## config.mk

```make
export PLATFORM = sky130hd
export DESIGN_NAME = fetch_pipe_flat
export DESIGN_NICKNAME = d
export VERILOG_FILES = /design/src/rtl/fetch_pipe_if.sv /design/src/rtl/fetch_pipe.sv /design/src/flat_wrapper.sv
export SDC_FILE = /design/constraint.sdc
export NUM_CORES = 1
export LEC_CHECK = 0
export CAP_MARGIN = 20
export CORE_AREA = 5 5 191 193
export CTS_BUF_LIST = sky130_fd_sc_hd__clkbuf_16
export CTS_CLUSTER_DIAMETER = 120
export DETAILED_ROUTE_END_ITERATION = 10
export DIE_AREA = 0 0 196 198
export PLACE_DENSITY = 0.81
export SLEW_MARGIN = 10
export SYNTH_ARGS = -nofsm -noshare
export SYNTH_HDL_FRONTEND = slang
export SYNTH_SLANG_ARGS = --single-unit
```

## constraint.sdc

```tcl
create_clock -name clock -period 3 [get_ports clock]
set_clock_uncertainty 0.1 [all_clocks]
set_input_delay 0.3 -clock clock [delete_from_list [all_inputs] [get_ports clock]]
set_output_delay 0.3 -clock clock [all_outputs]
set_load 0.01 [all_outputs]
```

## src/rtl/fetch_pipe_if.sv

```systemverilog
// Instruction-memory port of the Y86-64 fetch stage: fetch address out, 10 raw bytes and error flag back.
interface fetch_pipe_if #(
  parameter int unsigned DATA_W = 64
);
  logic [DATA_W-1:0] imem_addr;
  logic [79:0]       imem_bytes;
  logic              imem_error;

  modport master (output imem_addr, input imem_bytes, input imem_error);
  modport slave  (input imem_addr, output imem_bytes, output imem_error);
endinterface

```

## src/rtl/fetch_pipe.sv

```systemverilog
// Y86-64 fetch stage with F (predicted PC) and D pipeline registers.
// Optional FETCH_HALT_HOLD_EN: freeze F once a HLT/ADR/INS fetch is registered into D.
module fetch_pipe #(
  parameter int unsigned       DATA_W   = 64,
  parameter logic [DATA_W-1:0] RESET_PC = '0
) (
  input  logic              clock,
  input  logic              rst_n,
  input  logic              F_stall,
  input  logic              D_stall,
  input  logic              D_bubble,
  input  logic [3:0]        M_icode,
  input  logic              M_Cnd,
  input  logic [DATA_W-1:0] M_valA,
  input  logic [3:0]        W_icode,
  input  logic [DATA_W-1:0] W_valM,
  fetch_pipe_if.master      imem,
  output logic [DATA_W-1:0] f_predPC,
  output logic [2:0]        D_stat,
  output logic [3:0]        D_icode,
  output logic [3:0]        D_ifun,
  output logic [3:0]        D_rA,
  output logic [3:0]        D_rB,
  output logic [DATA_W-1:0] D_valC,
  output logic [DATA_W-1:0] D_valP
);

  localparam int unsigned DW = DATA_W;

  localparam logic [3:0] I_HALT   = 4'h0;
  localparam logic [3:0] I_NOP    = 4'h1;
  localparam logic [3:0] I_RRMOVQ = 4'h2;
  localparam logic [3:0] I_IRMOVQ = 4'h3;
  localparam logic [3:0] I_RMMOVQ = 4'h4;
  localparam logic [3:0] I_MRMOVQ = 4'h5;
  localparam logic [3:0] I_OPQ    = 4'h6;
  localparam logic [3:0] I_JXX    = 4'h7;
  localparam logic [3:0] I_CALL   = 4'h8;
  localparam logic [3:0] I_RET    = 4'h9;
  localparam logic [3:0] I_PUSHQ  = 4'hA;
  localparam logic [3:0] I_POPQ   = 4'hB;
  localparam logic [3:0] R_NONE   = 4'hF;

  localparam logic [2:0] S_AOK = 3'd1;
  localparam logic [2:0] S_HLT = 3'd2;
  localparam logic [2:0] S_ADR = 3'd3;
  localparam logic [2:0] S_INS = 3'd4;

  logic [DW-1:0] f_pc;
  logic [3:0]    f_icode;
  logic [3:0]    f_ifun;
  logic [3:0]    f_ra;
  logic [3:0]    f_rb;
  logic [DW-1:0] f_valc;
  logic [DW-1:0] f_valp;
  logic [DW-1:0] f_pred;
  logic [2:0]    f_stat;
  logic [63:0]   valc_raw;
  logic          need_regids;
  logic          need_valc;
  logic          instr_valid;
  logic          f_hold;

  // PC select: mispredicted jXX recovery beats ret return address.
  always_comb begin
    f_pc = f_predPC;
    if (M_icode == I_JXX && !M_Cnd) begin
      f_pc = M_valA;
    end else if (W_icode == I_RET) begin
      f_pc = W_valM;
    end
  end

  assign imem.imem_addr = f_pc;

  // A faulting fetch is presented to decode as a nop so nothing downstream acts on it.
  assign f_icode = imem.imem_error ? I_NOP : imem.imem_bytes[7:4];
  assign f_ifun  = imem.imem_error ? 4'h0  : imem.imem_bytes[3:0];

  always_comb begin
    need_regids = 1'b0;
    need_valc   = 1'b0;
    instr_valid = 1'b0;
    case (f_icode)
      I_HALT, I_NOP, I_RET:  instr_valid = (f_ifun == 4'h0);
      I_RRMOVQ: begin
        need_regids = 1'b1;
        instr_valid = (f_ifun <= 4'h6);
      end
      I_IRMOVQ, I_RMMOVQ, I_MRMOVQ: begin
        need_regids = 1'b1;
        need_valc   = 1'b1;
        instr_valid = (f_ifun == 4'h0);
      end
      I_OPQ: begin
        need_regids = 1'b1;
        instr_valid = (f_ifun <= 4'h3);
      end
      I_JXX: begin
        need_valc   = 1'b1;
        instr_valid = (f_ifun <= 4'h6);
      end
      I_CALL: begin
        need_valc   = 1'b1;
        instr_valid = (f_ifun == 4'h0);
      end
      I_PUSHQ, I_POPQ: begin
        need_regids = 1'b1;
        instr_valid = (f_ifun == 4'h0);
      end
      default: instr_valid = 1'b0;
    endcase
  end

  assign f_ra     = need_regids ? imem.imem_bytes[15:12] : R_NONE;
  assign f_rb     = need_regids ? imem.imem_bytes[11:8]  : R_NONE;
  assign valc_raw = need_regids ? imem.imem_bytes[79:16] : imem.imem_bytes[71:8];
  assign f_valc   = need_valc ? DW'(valc_raw) : '0;
  assign f_valp   = f_pc + DW'(1) + DW'(need_regids) + (need_valc ? DW'(8) : DW'(0));
  assign f_pred   = (f_icode == I_JXX || f_icode == I_CALL) ? f_valc : f_valp;

  always_comb begin
    f_stat = S_AOK;
    if (imem.imem_error) begin
      f_stat = S_ADR;
    end else if (!instr_valid) begin
      f_stat = S_INS;
    end else if (f_icode == I_HALT) begin
      f_stat = S_HLT;
    end
  end

`ifdef FETCH_HALT_HOLD_EN
  logic halted;

  // Sticky until reset: set when an exceptional fetch actually lands in D.
  always_ff @(posedge clock or negedge rst_n) begin
    if (!rst_n) begin
      halted <= 1'b0;
    end else if (!D_stall && !D_bubble && f_stat != S_AOK) begin
      halted <= 1'b1;
    end
  end

  assign f_hold = F_stall | halted;
`else
  assign f_hold = F_stall;
`endif

  always_ff @(posedge clock or negedge rst_n) begin
    if (!rst_n) begin
      f_predPC <= RESET_PC;
    end else if (!f_hold) begin
      f_predPC <= f_pred;
    end
  end

  // D register: stall has priority over bubble.
  always_ff @(posedge clock or negedge rst_n) begin
    if (!rst_n) begin
      D_stat  <= S_AOK;
      D_icode <= I_NOP;
      D_ifun  <= 4'h0;
      D_rA    <= R_NONE;
      D_rB    <= R_NONE;
      D_valC  <= '0;
      D_valP  <= '0;
    end else if (!D_stall) begin
      if (D_bubble) begin
        D_stat  <= S_AOK;
        D_icode <= I_NOP;
        D_ifun  <= 4'h0;
        D_rA    <= R_NONE;
        D_rB    <= R_NONE;
        D_valC  <= '0;
        D_valP  <= '0;
      end else begin
        D_stat  <= f_stat;
        D_icode <= f_icode;
        D_ifun  <= f_ifun;
        D_rA    <= f_ra;
        D_rB    <= f_rb;
        D_valC  <= f_valc;
        D_valP  <= f_valp;
      end
    end
  end

endmodule

```

## src/flat_wrapper.sv

```systemverilog
// flat-port wrapper written by rule: the top's interface ports become plain ports
module fetch_pipe_flat 
#(
  parameter int unsigned       DATA_W   = 64,
  parameter logic [DATA_W-1:0] RESET_PC = '0
)
  (clock, rst_n, F_stall, D_stall, D_bubble, M_icode, M_Cnd, M_valA, W_icode, W_valM, f_predPC, D_stat, D_icode, D_ifun, D_rA, D_rB, D_valC, D_valP, imem_imem_addr, imem_imem_bytes, imem_imem_error);
  fetch_pipe_if #(.DATA_W(DATA_W)) imem_i ();
  input  logic clock;
  input  logic rst_n;
  input  logic F_stall;
  input  logic D_stall;
  input  logic D_bubble;
  input  logic [3:0] M_icode;
  input  logic M_Cnd;
  input  logic [DATA_W-1:0] M_valA;
  input  logic [3:0] W_icode;
  input  logic [DATA_W-1:0] W_valM;
  output logic [DATA_W-1:0] f_predPC;
  output logic [2:0] D_stat;
  output logic [3:0] D_icode;
  output logic [3:0] D_ifun;
  output logic [3:0] D_rA;
  output logic [3:0] D_rB;
  output logic [DATA_W-1:0] D_valC;
  output logic [DATA_W-1:0] D_valP;
  output wire logic [$bits(imem_i.imem_addr)-1:0] imem_imem_addr;
  input wire logic [$bits(imem_i.imem_bytes)-1:0] imem_imem_bytes;
  input wire logic [$bits(imem_i.imem_error)-1:0] imem_imem_error;
  assign imem_imem_addr = imem_i.imem_addr;
  assign imem_i.imem_bytes = imem_imem_bytes;
  assign imem_i.imem_error = imem_imem_error;
  fetch_pipe #(.DATA_W(DATA_W), .RESET_PC(RESET_PC)) u_core (.clock(clock), .rst_n(rst_n), .F_stall(F_stall), .D_stall(D_stall), .D_bubble(D_bubble), .M_icode(M_icode), .M_Cnd(M_Cnd), .M_valA(M_valA), .W_icode(W_icode), .W_valM(W_valM), .imem(imem_i), .f_predPC(f_predPC), .D_stat(D_stat), .D_icode(D_icode), .D_ifun(D_ifun), .D_rA(D_rA), .D_rB(D_rB), .D_valC(D_valC), .D_valP(D_valP));
endmodule
```

==> results.md <==
* Starting Density at 38.4%
* DRC violations left at 0
* H-Tree Depth at 1
* Worst path max stage delay at 0.39 ns
* # setup viols final at 51
* Via density at 5.95
* CTS Sinks at 211
* Yosys reg bits at 211
* Switch share at 35.9%
* Distinct cells, synth at 70
* CTS tree: built
* Finished Layout Cells at 2,788
* Synth top area share at 38.1%
* Worst Tran Pin Value at 0.817 ns
* Total CTS buffers at 25
* Synth area leaders: dfrtp_1 (38%), nand2_1 (9.4%), a22o_1 (5.5%)
* Initial DRC count at 1,541
* Dominant cell type by area after synthesis: dfrtp_1
* Net Count, Synth at 1,792
* YS warnings at 0
* Run status: finished with violations
* CP max FO at 4
* Max clock buf depth at 3
* Root Buffer Master: clkbuf_16
* Failing checks: negative setup slack
* GPL Wtd Cong at 0.995
* Nets at 2,540
* Post-layout util at 65.9%
* RSZ-0062 raised after global routing: true
* Hold path depth at 3
* Power per cell area at 542 mW/mm^2
* R2R depth at 16
* Slew headroom at 45.5%
* Placed insts at 2,709
* Switching power total at 4.41 mW
* Total gr overflow at 0
* Data arrival, critical path at 3.52 ns
* GR Util All Layers at 36.2%
* Ys flop type: dfrtp_1
* DR pass1 iterations at 6
* Leakage dissipation at 10.1 nW
* Setup TNS at -3.42 ns
* Synth Area per Inst at 8.44 sq um
* First-pass GRT wire length at 106,000 microns
* Internal at 7.87 mW
* Reg clk slew, reported paths at 0.06 ns
* Final Hold Vio Count at 0
* Row Count at 68
* Seq/Total Area, Yosys at 40.1%
* Startpoint types: register
* Synth top cells by count: nand2_1 (332), dfrtp_1 (201), a21oi_1 (95), clkbuf_1 (89), nor2_1 (87)
* WP data required at 3.31 ns
* Register share of total power at 29.3%
* Async S/R FF share, synth at 100%
* Slowest CP cell: dfrtp_1
* Post-synth EDFFs at 0
* Clock share of power at 25.7%
* Combinational Power Share at 45.1%
* Die height at 198 microns
* Port Buffers at 497
* Syn Std Cell Area at 0.0132 sq mm
* Final hold slack at 0.138 ns
* Max rail drop VDD at 0.447 mV
* Max Cap Viol at 0
* Detailed-route via count at 16,600
* Worst slack, placed at -1.25 ns
* Element type at the critical path end: register
* Layout area overhead at 71.5%
* Slew Viols, Final at 0
* Initial antenna violation count at 2
* Num ports at 498
* Post-route setup slack at -0.212 ns
* Syn Inst Count at 1,565
* Proportion of layout cells with a drive suffix above 1 at 24.7%
* Worst path cell trace: mux2i_1, o21a_1, buf_6, ha_4, inv_4, ha_4, nand3_2, o31ai_1, a41o_1, and4_4, nand4_4, buf_6, nor4_4, buf_4, nor3_2, a221o_1
* Most frequent cell after synthesis: nand2_1
* Core ar. at 0.0344 sq mm
* DIE AREA at 0.0388 sq mm
* ANT nets after route at 0
* Crit path kind: reg2reg
* WL/cell at 26.8 microns
* Clk Latency, worst-skew pair at 0.54 ns
* Hold Path Class: in2reg
* Minimum clock period at 3.21 ns
* Fmax at 0.311 GHz
* Vias in the first global route at 16,500
* Routed WL at 74,800 microns
* Crit share post-route at 107%
* Post-DP HPWL at 57,700 microns
* Largest net degree at the start of global routing at 158
* Die X-Extent at 196 microns
-- cells in the final DEF (no fill, tap or decap), types with 6 or more instances in the layout --
cell type | synthesis | routed
a21oi_1 | 95 | 92
nand2_1 | 332 | 324
mux2i_1 | 49 | 48
dfrtp_1 | 201 | 201
nand4_1 | 24 | 24
buf_4 | 10 | 317
a31o_2 | 19 | 19
a221o_1 | 13 | 13
dfstp_2 | 10 | 10
a31oi_2 | 4 | 8
o22ai_1 | 9 | 9
nor3_1 | 55 | 44
a21o_1 | 6 | 6
nand3_1 | 64 | 56
xor2_1 | 19 | 14
or3_1 | 6 | 6
a22o_1 | 83 | 83
o21ba_2 | 6 | 6
a31oi_1 | 44 | 39
clkinv_2 | 0 | 6
a22oi_1 | 17 | 17
o211ai_1 | 10 | 10
a211oi_1 | 19 | 16
nor2_1 | 87 | 78
mux2_2 | 11 | 9
nor3_4 | 0 | 6
o21ai_0 | 40 | 34
clkbuf_16 | 0 | 25
dlygate4sd2_1 | 0 | 8
and3_1 | 7 | 7
o31ai_1 | 30 | 30
buf_2 | 13 | 7
o221a_2 | 7 | 7
buf_6 | 2 | 27
inv_1 | 41 | 42
clkdlybuf4s50_1 | 0 | 474
xnor2_2 | 0 | 7
xnor2_1 | 27 | 17
nor4_4 | 5 | 14
-- stage by stage --
stage          power [mW]  area, sq um
2_1_floorplan        5.45        13400
3_3_place_gp         8.76        20900
3_5_place_dp         8.81        20900
4_1_cts              12.1        22000
5_1_grt              12.7        22700
6_report             12.3        22700
-- final timing paths --
| check | from | end | slack [ns] |
|---|---|---|---|
| hold reg to reg | u_core.D_rB[3] | u_core.D_rB[3] | 0.36 |
| setup reg to reg | u_core.f_predPC[0] | u_core.D_valP[54] | -0.21 |
| max in group asynchronous | rst_n | u_core.D_valP[59] | 1.69 |
| setup / recovery | u_core.f_predPC[0] | u_core.D_valP[54] | -0.21 |
| min in group asynchronous | rst_n | u_core.D_ifun[0] | 0.26 |
| hold / removal | D_stall | u_core.D_valP[28] | 0.14 |
-- sequential cells by signal, indices dropped and copies added (netlist names) --
signal and count:
u_core.D_ifun 4, u_core.D_valC 64, u_core.D_stat 3, u_core.D_valP 64, u_core.D_icode 4, u_core.f_predPC 64, u_core.D_rA 4, u_core.D_rB 4
-- cell families after synthesis --
| logic type | after synthesis | synth area share [%] |
|---|---|---|
| mux | 60 | 4.65 |
| simple gates | 645 | 23.2 |
| fa+ha+maj | 4 | 0.379 |
| buf+inv | 168 | 5.29 |
| compound gates | 431 | 23.4 |
| flops | 211 | 40.1 |
| xor+xnor | 46 | 3.05 |
-- layer usage --
| metal | vias to the layer above | track usage, % | wire (microns) | share of wire, % |
|---|---|---|---|---|
| met3 | 249 | 8.25 | 7430 | 9.9 |
| met1 | 8029 | 42.6 | 26500 | 35 |
| met4 | 2 | 21.5 | 5620 | 7.5 |
| li1 | 7192 | - | - | - |
| met2 | 1122 | 60.6 | 35200 | 47 |
| met5 | - | 0 | 13 | 0.017 |
-- worst max-delay path, delay by kind of cell, from the launching register on --
kind	cells	cell delay (ns)
DFF	1	0.39
AOI/OAI and AO/OA	4	0.87
adders and majority gates	2	0.27
muxes	1	0.08
buffers and inverters	4	0.55
and+or+nand+nor	5	0.82
-- final cells by class --
cell class,count,area (sq um)
antenna,1,2.50
clock buffer,25,626
clock inverter,21,200
fill,2802,11700
inverter,41,156
multi-input combinational,1186,8050
sequential,211,5290
tap,455,569
timing repair buffer,848,7760
-- power by group through the flow --
stage	combinational (mW)	sequential [mW]	clock (mW)
4_1_cts	5.32	3.58	3.15
6_report	5.53	3.60	3.15
3_5_place_dp	5.19	3.62	0
2_1_floorplan	1.75	3.70	0
3_3_place_gp	5.14	3.61	0
5_1_grt	5.79	3.62	3.28
-- timing repair --
item                                   in CTS  in global routing
pin swaps                                  43                 50
gates resized for setup                    84                103
setup endpoints to repair                 169                101
hold buffers                                2                  0
setup buffers                              19                 14
endpoints found under the hold margin      72                  0
cloned                                      0                  0
No activity file was read; power rests on OpenSTA's default activity.
